<file path="src/rtl/mac_tx_scheduler_if.sv">
// Stream link carrying 64-bit beats with byte keep, framing and backpressure.
interface mac_tx_scheduler_if;
  logic [63:0] tdata;
  logic [7:0]  tkeep;
  logic        tvalid;
  logic        tlast;
  logic        tready;

  modport master (output tdata, output tkeep, output tvalid, output tlast, input tready);
  modport slave  (input tdata, input tkeep, input tvalid, input tlast, output tready);
endinterface

</file>
<file path="src/rtl/mac_tx_scheduler.sv">
// Frame-level arbiter merging the ARP and IP transmit streams toward the MAC framer,
// favouring ARP for up to ARP_BURST_MAX consecutive frames while IP is waiting.
module mac_tx_scheduler #(
  parameter int unsigned ARP_BURST_MAX = 4
) (
  input  logic               tx_axis_aclk,
  input  logic               tx_axis_areset,
  mac_tx_scheduler_if.slave  arp_tx_axis,
  mac_tx_scheduler_if.slave  ip_tx_axis,
  mac_tx_scheduler_if.master frame_tx_axis,
  output logic [15:0]        protocol_type,
  output logic               busy,
  output logic [15:0]        arp_frame_cnt,
  output logic [15:0]        ip_frame_cnt
);

  typedef enum logic [2:0] {
    ST_IDLE = 3'b001,
    ST_ARP  = 3'b010,
    ST_IP   = 3'b100
  } state_t;

  localparam logic [3:0]  BURST_MAX = 4'(ARP_BURST_MAX);
  localparam logic [15:0] ETH_ARP   = 16'h0806;
  localparam logic [15:0] ETH_IP    = 16'h0800;

  state_t      state_r;
  state_t      state_nxt_s;
  logic [3:0]  burst_cnt_r;
  logic [15:0] protocol_type_r;
  logic [15:0] arp_frame_cnt_r;
  logic [15:0] ip_frame_cnt_r;
  logic        arp_done_s;
  logic        ip_done_s;

  // A completion beat is the handshaken tlast of the source currently granted.
  assign arp_done_s = (state_r == ST_ARP) & arp_tx_axis.tvalid & frame_tx_axis.tready & arp_tx_axis.tlast;
  assign ip_done_s  = (state_r == ST_IP)  & ip_tx_axis.tvalid  & frame_tx_axis.tready & ip_tx_axis.tlast;

  // State register.
  always_ff @(posedge tx_axis_aclk) begin
    if (!tx_axis_areset) begin
      state_r <= ST_IDLE;
    end else begin
      state_r <= state_nxt_s;
    end
  end

  // Next-state: grant decisions are taken only from IDLE and held until completion.
  always_comb begin
    state_nxt_s = state_r;
    case (state_r)
      ST_IDLE: begin
        if (arp_tx_axis.tvalid && (!ip_tx_axis.tvalid || (burst_cnt_r < BURST_MAX))) begin
          state_nxt_s = ST_ARP;
        end else if (ip_tx_axis.tvalid && (!arp_tx_axis.tvalid || (burst_cnt_r == BURST_MAX))) begin
          state_nxt_s = ST_IP;
        end else begin
          state_nxt_s = ST_IDLE;
        end
      end
      ST_ARP: begin
        if (arp_done_s) begin
          state_nxt_s = ST_IDLE;
        end else begin
          state_nxt_s = ST_ARP;
        end
      end
      ST_IP: begin
        if (ip_done_s) begin
          state_nxt_s = ST_IDLE;
        end else begin
          state_nxt_s = ST_IP;
        end
      end
      default: state_nxt_s = ST_IDLE;
    endcase
  end

  // Output mux: the granted source is passed straight through, everything else is quiet.
  always_comb begin
    frame_tx_axis.tdata  = 64'd0;
    frame_tx_axis.tkeep  = 8'd0;
    frame_tx_axis.tvalid = 1'b0;
    frame_tx_axis.tlast  = 1'b0;
    arp_tx_axis.tready   = 1'b0;
    ip_tx_axis.tready    = 1'b0;
    busy                 = 1'b0;
    case (state_r)
      ST_IDLE: begin
        busy = 1'b0;
      end
      ST_ARP: begin
        frame_tx_axis.tdata  = arp_tx_axis.tdata;
        frame_tx_axis.tkeep  = arp_tx_axis.tkeep;
        frame_tx_axis.tvalid = arp_tx_axis.tvalid;
        frame_tx_axis.tlast  = arp_tx_axis.tlast;
        arp_tx_axis.tready   = frame_tx_axis.tready;
        busy                 = 1'b1;
      end
      ST_IP: begin
        frame_tx_axis.tdata  = ip_tx_axis.tdata;
        frame_tx_axis.tkeep  = ip_tx_axis.tkeep;
        frame_tx_axis.tvalid = ip_tx_axis.tvalid;
        frame_tx_axis.tlast  = ip_tx_axis.tlast;
        ip_tx_axis.tready    = frame_tx_axis.tready;
        busy                 = 1'b1;
      end
      default: begin
        busy = 1'b0;
      end
    endcase
  end

  // Bookkeeping: EtherType latch, burst fairness count and completed-frame counters.
  always_ff @(posedge tx_axis_aclk) begin
    if (!tx_axis_areset) begin
      burst_cnt_r     <= 4'd0;
      protocol_type_r <= ETH_IP;
      arp_frame_cnt_r <= 16'd0;
      ip_frame_cnt_r  <= 16'd0;
    end else begin
      if ((state_r == ST_IDLE) && (state_nxt_s == ST_ARP)) begin
        protocol_type_r <= ETH_ARP;
      end else if ((state_r == ST_IDLE) && (state_nxt_s == ST_IP)) begin
        protocol_type_r <= ETH_IP;
      end
      if (arp_done_s) begin
        arp_frame_cnt_r <= arp_frame_cnt_r + 16'd1;
        if (burst_cnt_r < BURST_MAX) begin
          burst_cnt_r <= burst_cnt_r + 4'd1;
        end
      end
      // Only an IP completion restores ARP's burst allowance.
      if (ip_done_s) begin
        ip_frame_cnt_r <= ip_frame_cnt_r + 16'd1;
        burst_cnt_r    <= 4'd0;
      end
    end
  end

  assign protocol_type = protocol_type_r;
  assign arp_frame_cnt = arp_frame_cnt_r;
  assign ip_frame_cnt  = ip_frame_cnt_r;

endmodule

</file>
<file path="src/flat_wrapper.sv">
// flat-port wrapper written by rule: the top's interface ports become plain ports
module mac_tx_scheduler_flat 
#(
  parameter int unsigned ARP_BURST_MAX = 4
)
  (tx_axis_aclk, tx_axis_areset, protocol_type, busy, arp_frame_cnt, ip_frame_cnt, arp_tx_axis_tdata, arp_tx_axis_tkeep, arp_tx_axis_tvalid, arp_tx_axis_tlast, arp_tx_axis_tready, ip_tx_axis_tdata, ip_tx_axis_tkeep, ip_tx_axis_tvalid, ip_tx_axis_tlast, ip_tx_axis_tready, frame_tx_axis_tdata, frame_tx_axis_tkeep, frame_tx_axis_tvalid, frame_tx_axis_tlast, frame_tx_axis_tready);
  mac_tx_scheduler_if arp_tx_axis_i ();
  mac_tx_scheduler_if ip_tx_axis_i ();
  mac_tx_scheduler_if frame_tx_axis_i ();
  input  logic tx_axis_aclk;
  input  logic tx_axis_areset;
  output logic [15:0] protocol_type;
  output logic busy;
  output logic [15:0] arp_frame_cnt;
  output logic [15:0] ip_frame_cnt;
  input wire logic [$bits(arp_tx_axis_i.tdata)-1:0] arp_tx_axis_tdata;
  input wire logic [$bits(arp_tx_axis_i.tkeep)-1:0] arp_tx_axis_tkeep;
  input wire logic [$bits(arp_tx_axis_i.tvalid)-1:0] arp_tx_axis_tvalid;
  input wire logic [$bits(arp_tx_axis_i.tlast)-1:0] arp_tx_axis_tlast;
  output wire logic [$bits(arp_tx_axis_i.tready)-1:0] arp_tx_axis_tready;
  input wire logic [$bits(ip_tx_axis_i.tdata)-1:0] ip_tx_axis_tdata;
  input wire logic [$bits(ip_tx_axis_i.tkeep)-1:0] ip_tx_axis_tkeep;
  input wire logic [$bits(ip_tx_axis_i.tvalid)-1:0] ip_tx_axis_tvalid;
  input wire logic [$bits(ip_tx_axis_i.tlast)-1:0] ip_tx_axis_tlast;
  output wire logic [$bits(ip_tx_axis_i.tready)-1:0] ip_tx_axis_tready;
  output wire logic [$bits(frame_tx_axis_i.tdata)-1:0] frame_tx_axis_tdata;
  output wire logic [$bits(frame_tx_axis_i.tkeep)-1:0] frame_tx_axis_tkeep;
  output wire logic [$bits(frame_tx_axis_i.tvalid)-1:0] frame_tx_axis_tvalid;
  output wire logic [$bits(frame_tx_axis_i.tlast)-1:0] frame_tx_axis_tlast;
  input wire logic [$bits(frame_tx_axis_i.tready)-1:0] frame_tx_axis_tready;
  assign arp_tx_axis_i.tdata = arp_tx_axis_tdata;
  assign arp_tx_axis_i.tkeep = arp_tx_axis_tkeep;
  assign arp_tx_axis_i.tvalid = arp_tx_axis_tvalid;
  assign arp_tx_axis_i.tlast = arp_tx_axis_tlast;
  assign arp_tx_axis_tready = arp_tx_axis_i.tready;
  assign ip_tx_axis_i.tdata = ip_tx_axis_tdata;
  assign ip_tx_axis_i.tkeep = ip_tx_axis_tkeep;
  assign ip_tx_axis_i.tvalid = ip_tx_axis_tvalid;
  assign ip_tx_axis_i.tlast = ip_tx_axis_tlast;
  assign ip_tx_axis_tready = ip_tx_axis_i.tready;
  assign frame_tx_axis_tdata = frame_tx_axis_i.tdata;
  assign frame_tx_axis_tkeep = frame_tx_axis_i.tkeep;
  assign frame_tx_axis_tvalid = frame_tx_axis_i.tvalid;
  assign frame_tx_axis_tlast = frame_tx_axis_i.tlast;
  assign frame_tx_axis_i.tready = frame_tx_axis_tready;
  mac_tx_scheduler #(.ARP_BURST_MAX(ARP_BURST_MAX)) u_core (.tx_axis_aclk(tx_axis_aclk), .tx_axis_areset(tx_axis_areset), .arp_tx_axis(arp_tx_axis_i), .ip_tx_axis(ip_tx_axis_i), .frame_tx_axis(frame_tx_axis_i), .protocol_type(protocol_type), .busy(busy), .arp_frame_cnt(arp_frame_cnt), .ip_frame_cnt(ip_frame_cnt));
endmodule
</file>
<file path="config.mk">
export PLATFORM = sky130hd
export DESIGN_NAME = mac_tx_scheduler_flat
export DESIGN_NICKNAME = d
export VERILOG_FILES = /design/src/rtl/mac_tx_scheduler_if.sv /design/src/rtl/mac_tx_scheduler.sv /design/src/flat_wrapper.sv
export SDC_FILE = /design/constraint.sdc
export NUM_CORES = 1
export LEC_CHECK = 0
export BUFFER_PORTS_ARGS = -buffer_cell sky130_fd_sc_hd__buf_4
export CORE_AREA = 2 2 107 109
export DETAILED_ROUTE_END_ITERATION = 8
export DIE_AREA = 0 0 109 111
export PLACE_DENSITY = 0.7
export SYNTH_ARGS = -nofsm -noshare
export SYNTH_HDL_FRONTEND = slang
export SYNTH_SLANG_ARGS = --single-unit
export TNS_END_PERCENT = 30
</file>
<file path="constraint.sdc">
create_clock -name tx_axis_aclk -period 2.65 [get_ports tx_axis_aclk]
set_input_delay 0.265 -clock tx_axis_aclk [delete_from_list [all_inputs] [get_ports tx_axis_aclk]]
set_output_delay 0.265 -clock tx_axis_aclk [all_outputs]
set_load 0.02 [all_outputs]
</file>
### Word level (Yosys, flattened, before mapping)

Index checks and enable logic that the tools add are counted.

| cells by class | value |
|---|---|
| order comparisons | 1 |
| equality and inequality tests | 6 |
| muxes and demuxes | 14 |
| reduce and logical (&&, ||, !) cells | 12 |
| bitwise logic cells | 7 |
| $add $sub $neg | 3 |

Operators by type and width:

| operator | number |
|---|---|
| $pmux 64 s2 | 1 |
| $add 16x1->16 const B | 2 |
| $pmux 8 s2 | 1 |
| $mux 3 | 5 |
| $pmux 3 s3 | 1 |
| $and 1x1->1 | 6 |
| $eq 3x2->1 const B | 2 |
| $eq 3x3->1 const B | 2 |
| $add 4x1->4 const B | 1 |
| $eq 4x3->1 const B | 1 |
| $logic_and 1x1->1 | 4 |
| $lt 4x3->1 const B | 1 |
| $pmux 1 s2 | 2 |
| $reduce_or 2->1 | 2 |
| $eq 3x1->1 const B | 1 |
| $mux 1 | 3 |
| $logic_not 1->1 | 2 |
| $logic_or 1x1->1 | 2 |
| $mux 2 | 1 |
| $reduce_and 2->1 | 1 |
| $reduce_bool 2->1 | 1 |
| $not 1->1 | 1 |

| storage, ports and cells | value |
|---|---|
| input port bits | 151 |
| register bits after elaboration | 41 |
| output and inout bits | 125 |
| word-level logic and storage cells | 48 |

### Depth between registers and ports, before layout

| logic depth | value |
|---|---|
| depth in word-level cells | 10 |
| gate-level depth with buffers | 6 |
| gate-level depth less buffers | 6 |

### Worst setup path after synthesis

OpenSTA, ideal clock, no wires.

| timing | value |
|---|---|
| path kind | flip-flop to flip-flop |
| start | register u_core.state_r[2] |
| end | register u_core.ip_frame_cnt_r[10], in the netlist u_core.ip_frame_cnt[10] |
| arrival time | 1.918 ns |
| stages on the path, launching flop included | 7 |
| setup time | 0.071 ns |
| setup slack | 0.661 ns |
| required time | 2.579 ns |
| period minus slack after synthesis | 1.989 ns |
| buffers on the path | 2 |
| cell sequence | dfxtp_1 -> or3b_1 -> buf_2 -> or4_1 -> buf_2 -> or3_1 -> a21oi_1 |

| between the ends | value |
|---|---|
| word-level cells in the longest chain between the ends | 4 |

RTL lines:

| element | line | source |
|---|---|---|
| from (decl) | mac_tx_scheduler.sv:27 | `state_t state_r;` |
| from (signal assigned) | mac_tx_scheduler.sv:45 | `state_r <= state_nxt_s;` |
| $eq 3x3->1 | mac_tx_scheduler.sv:38 | `assign ip_done_s = (state_r == ST_IP) & ip_tx_axis.tvalid & frame_tx_axis.tready & ip_tx_axis.tlast;` |
| $and 1x1->1 (3 in a row) | mac_tx_scheduler.sv:38 |  |
| to (signal assigned) | mac_tx_scheduler.sv:136 | `ip_frame_cnt_r <= ip_frame_cnt_r + 16'd1;` |
| to (decl) | mac_tx_scheduler.sv:32 | `logic [15:0] ip_frame_cnt_r;` |

Every way passes these cells.
A chain may end at the register's enable or synchronous reset.

### Worst setup path after layout

| timing | value |
|---|---|
| start | register u_core.state_r[1] |
| end | register u_core.arp_frame_cnt_r[15], in the netlist u_core.arp_frame_cnt[15] |

| between the ends | value |
|---|---|
| word-level cells in the longest chain between the ends | 4 |

RTL lines:

| element | line | source |
|---|---|---|
| $eq 3x2->1 | mac_tx_scheduler.sv:37 | `assign arp_done_s = (state_r == ST_ARP) & arp_tx_axis.tvalid & frame_tx_axis.tready & arp_tx_axis.tlast;` |
| $and 1x1->1 (3 in a row) | mac_tx_scheduler.sv:37 |  |
| to (signal assigned) | mac_tx_scheduler.sv:129 | `arp_frame_cnt_r <= arp_frame_cnt_r + 16'd1;` |
| to (decl) | mac_tx_scheduler.sv:31 | `logic [15:0] arp_frame_cnt_r;` |

Every way passes these cells.

==> impl_metrics.tcl <==
set metrics [dict create \
    post_route_clock_skew_ns 0.003816 \
    die_height_um 111 \
    core_area_sq_mm 0.01108 \
    post_cts_resize_count 0 \
    most_used_flip_flop_cell_after_synthesis "sky130_fd_sc_hd__dfxtp_1" \
    post-layout-total-power_w 0.001654 \
    drcViolationCount 0 \
    synth.cell_area_sq_mm 0.002690 \
    portBuffers 261 \
    detailroute.via_count 3514 \
    antenna_left 0 \
    x_dimension_of_the_die_um 109 \
    met1_layer_wirelength_in_the_final_routing_um 4905 \
    htree_levels 2 \
    fmax_mhz 439.7 \
    insertion_delay_ns 0.28 \
    grt_first_pass_wirelength_um 18240 \
    number_of_vias_per_cell 4.881 \
    timing.critical_path.arrival_ns 2.49 \
    synth-seq-cells 40 \
    met3_length_um 994 \
    finalHoldViolCount 0 \
    synth.avg_cell_area_sq_um 8.201 \
    initial_utilization_pct 24.29 \
    routed-wl-met2_um 6125 \
    clk_pin_slew_worst_paths_ns 0.06 \
    global_route.overflow_total 0 \
    dp_wirelength_um 9805 \
    cellLeakagePower_nw 2.302 \
    synthTopCellsByArea "sky130_fd_sc_hd__dfxtp_1 (30%), sky130_fd_sc_hd__a22o_1 (24%), sky130_fd_sc_hd__buf_4 (4.2%)" \
    clock-root-buffer "sky130_fd_sc_hd__clkbuf_16" \
    std_cell_rows 39 \
    gpl.final_weighted_congestion 0.9119 \
    ys.warnings.count 0 \
    crit_fanout 9 \
    drt_iter0_markers 184 \
    final_layout_size_suffix_gt1_share_pct 48.53 \
    num_antenna_cells 0 \
    tritoncts "built" \
    dr.pass1.iters 5 \
    synthMostInstantiatedCell "sky130_fd_sc_hd__a22o_1" \
    synthDominantAreaCellType "sky130_fd_sc_hd__dfxtp_1" \
    area_delta_synth_final_pct 82.28 \
    maximum_vdd_drop_mv 0.2801 \
    design.portCount 276 \
    avgRoutedWirePerCell_um 16.83 \
    criticalPathCategory "flip-flop to flip-flop" \
    floorplan.die_area_sq_mm 0.01210 \
    synth.cells.most_frequent "sky130_fd_sc_hd__a22o_1 (73), sky130_fd_sc_hd__dfxtp_1 (40), sky130_fd_sc_hd__a21oi_1 (20), sky130_fd_sc_hd__nor2_1 (20), sky130_fd_sc_hd__clkbuf_1 (17)" \
    cts.sinks 40 \
    setup-tns-final_ns 0 \
    post-cts-setup-buffers 0 \
    first_global_vias 3347 \
    dr.max_layer_used "met4" \
    rsz0062_at_grt "no" \
    maximum_number_of_pins_on_one_net_before_global_route_repair 46 \
    nets 731 \
    run_status "finished clean" \
    number_of_buffers_on_the_longest_clock_path 2 \
    final_worst_path_cycle_share_pct 85.82 \
    hold-path-cell-count 3 \
    post-synth-top-area-fraction_pct 29.77 \
    count_of_cell_types_in_the_netlist 38 \
    worst-r2r-cell-count 4 \
    post-route-util_pct 44.27 \
    yosysSeqAreaShare_pct 29.77 \
    setup_viol 0 \
    timing.critical_path.to_type "flip-flop" \
    hold_slack_ns 0.3211 \
    crit_path_start_kind "flip-flop" \
    p_per_area_mw_per_mm2 337.4 \
    synth-async-reset-ratio_pct 0 \
    grt_use_total_pct 19.29 \
    timing.critical_path.required_ns 2.87 \
    slew_headroom_pct 66.19 \
    routed_wirelength_um 12120 \
    timing_worst_slew_pin_value_ns 0.5060 \
    grt_antenna_before_repair 0 \
    number_of_flops_mapped_to_enable_cells_by_yosys 0 \
    worst_hold_path_type "input pin to flip-flop" \
    cap_violations 0 \
    netlist_instances 328 \
    cts_hold_repair.buffers 0 \
    period_needed_ns 2.274 \
    slew_violations 0 \
    numCtsBuffers 5 \
]
-- cells by family (layout without fill, tap and decap cells) --
group,after synthesis,count (layout),share of synthesized area [%]
AO/OA/AOI/OAI,119,119,33.40
buffers and inverters,51,288,9.348
AND/OR/NAND/NOR,96,96,20.05
other,2,14,0.2792
multiplexers,2,2,0.7442
adder cells (fa/ha/maj),4,4,1.861
XOR/XNOR,14,14,4.558
flip-flops,40,40,29.77
-- metrics by stage --
step	area (sq um)	instances	setup slack, ns
detailed placement	4755	712	0.4078
CTS	4903	720	0.3881
floorplan	2735	340	0.6613
finish	4903	720	0.3758
global placement	4755	712	0.4646
global route	4903	720	0.2579
-- cell type report --
cell class | instances | area, sq um
timing repair buffer | 268 | 2037
tap | 143 | 178.9
multi-input combinational | 249 | 1693
fill | 1104 | 6173
clock buffer | 6 | 138.9
sequential | 40 | 800.8
clock inverter | 2 | 10.01
inverter | 12 | 45.04
-- cells in the final DEF (no fill, tap or decap), drive strengths merged, types with 10 or more instances in the layout --
cell | netlist | layout
or3 | 13 | 13
a22o | 73 | 73
nor2 | 20 | 20
dfxtp | 40 | 40
inv | 11 | 11
o21ai | 16 | 16
nand4 | 10 | 10
buf | 22 | 268
xnor2 | 11 | 11
a21oi | 20 | 20
conb | 2 | 14
nand2 | 13 | 13
-- worst max-delay path, cell delays in order, from the launching register on --
cell	delay, ns
sky130_fd_sc_hd__dfxtp_1	0.40
sky130_fd_sc_hd__or3b_1	0.49
sky130_fd_sc_hd__or4_1	0.72
sky130_fd_sc_hd__or4_1	0.45
sky130_fd_sc_hd__a21oi_1	0.15
-- path summary, 6_finish.rpt --
check / from / endpoint / slack (ns)
worst min register to register: u_core.ip_frame_cnt[15] / u_core.ip_frame_cnt[15] / 0.49
worst max-delay path: u_core.state_r[1] / u_core.arp_frame_cnt[15] / 0.38
worst min-delay path: arp_tx_axis_tvalid / u_core.state_r[1] / 0.32
worst max register to register: u_core.state_r[1] / u_core.arp_frame_cnt[15] / 0.38
-- metal layers --
| metal | global-route usage [%] | up-vias |
|---|---|---|
| li1 | - | 1711 |
| met1 | 24.11 | 1665 |
| met2 | 32.67 | 130 |
| met3 | 6.055 | 8 |
| met4 | 3.162 | 0 |
| met5 | 0 | - |
-- flip-flops by register name, summed over array words and instances, names as in the netlist --
signal	flops
u_core.protocol_type	1
u_core.arp_frame_cnt	16
u_core.burst_cnt_r	4
u_core.state_r	3
u_core.ip_frame_cnt	16
-- power breakdown --
| part | internal, W | switching (W) | leakage (nW) |
|---|---|---|---|
| Sequential | 0.000608 | 0.00000911 | 0.323 |
| Combinational | 0.000240 | 0.000193 | 1.90 |
| Clock | 0.000371 | 0.000234 | 0.0766 |
| Total | 0.00122 | 0.000436 | 2.30 |
Power figures use the tool's default switching activity.
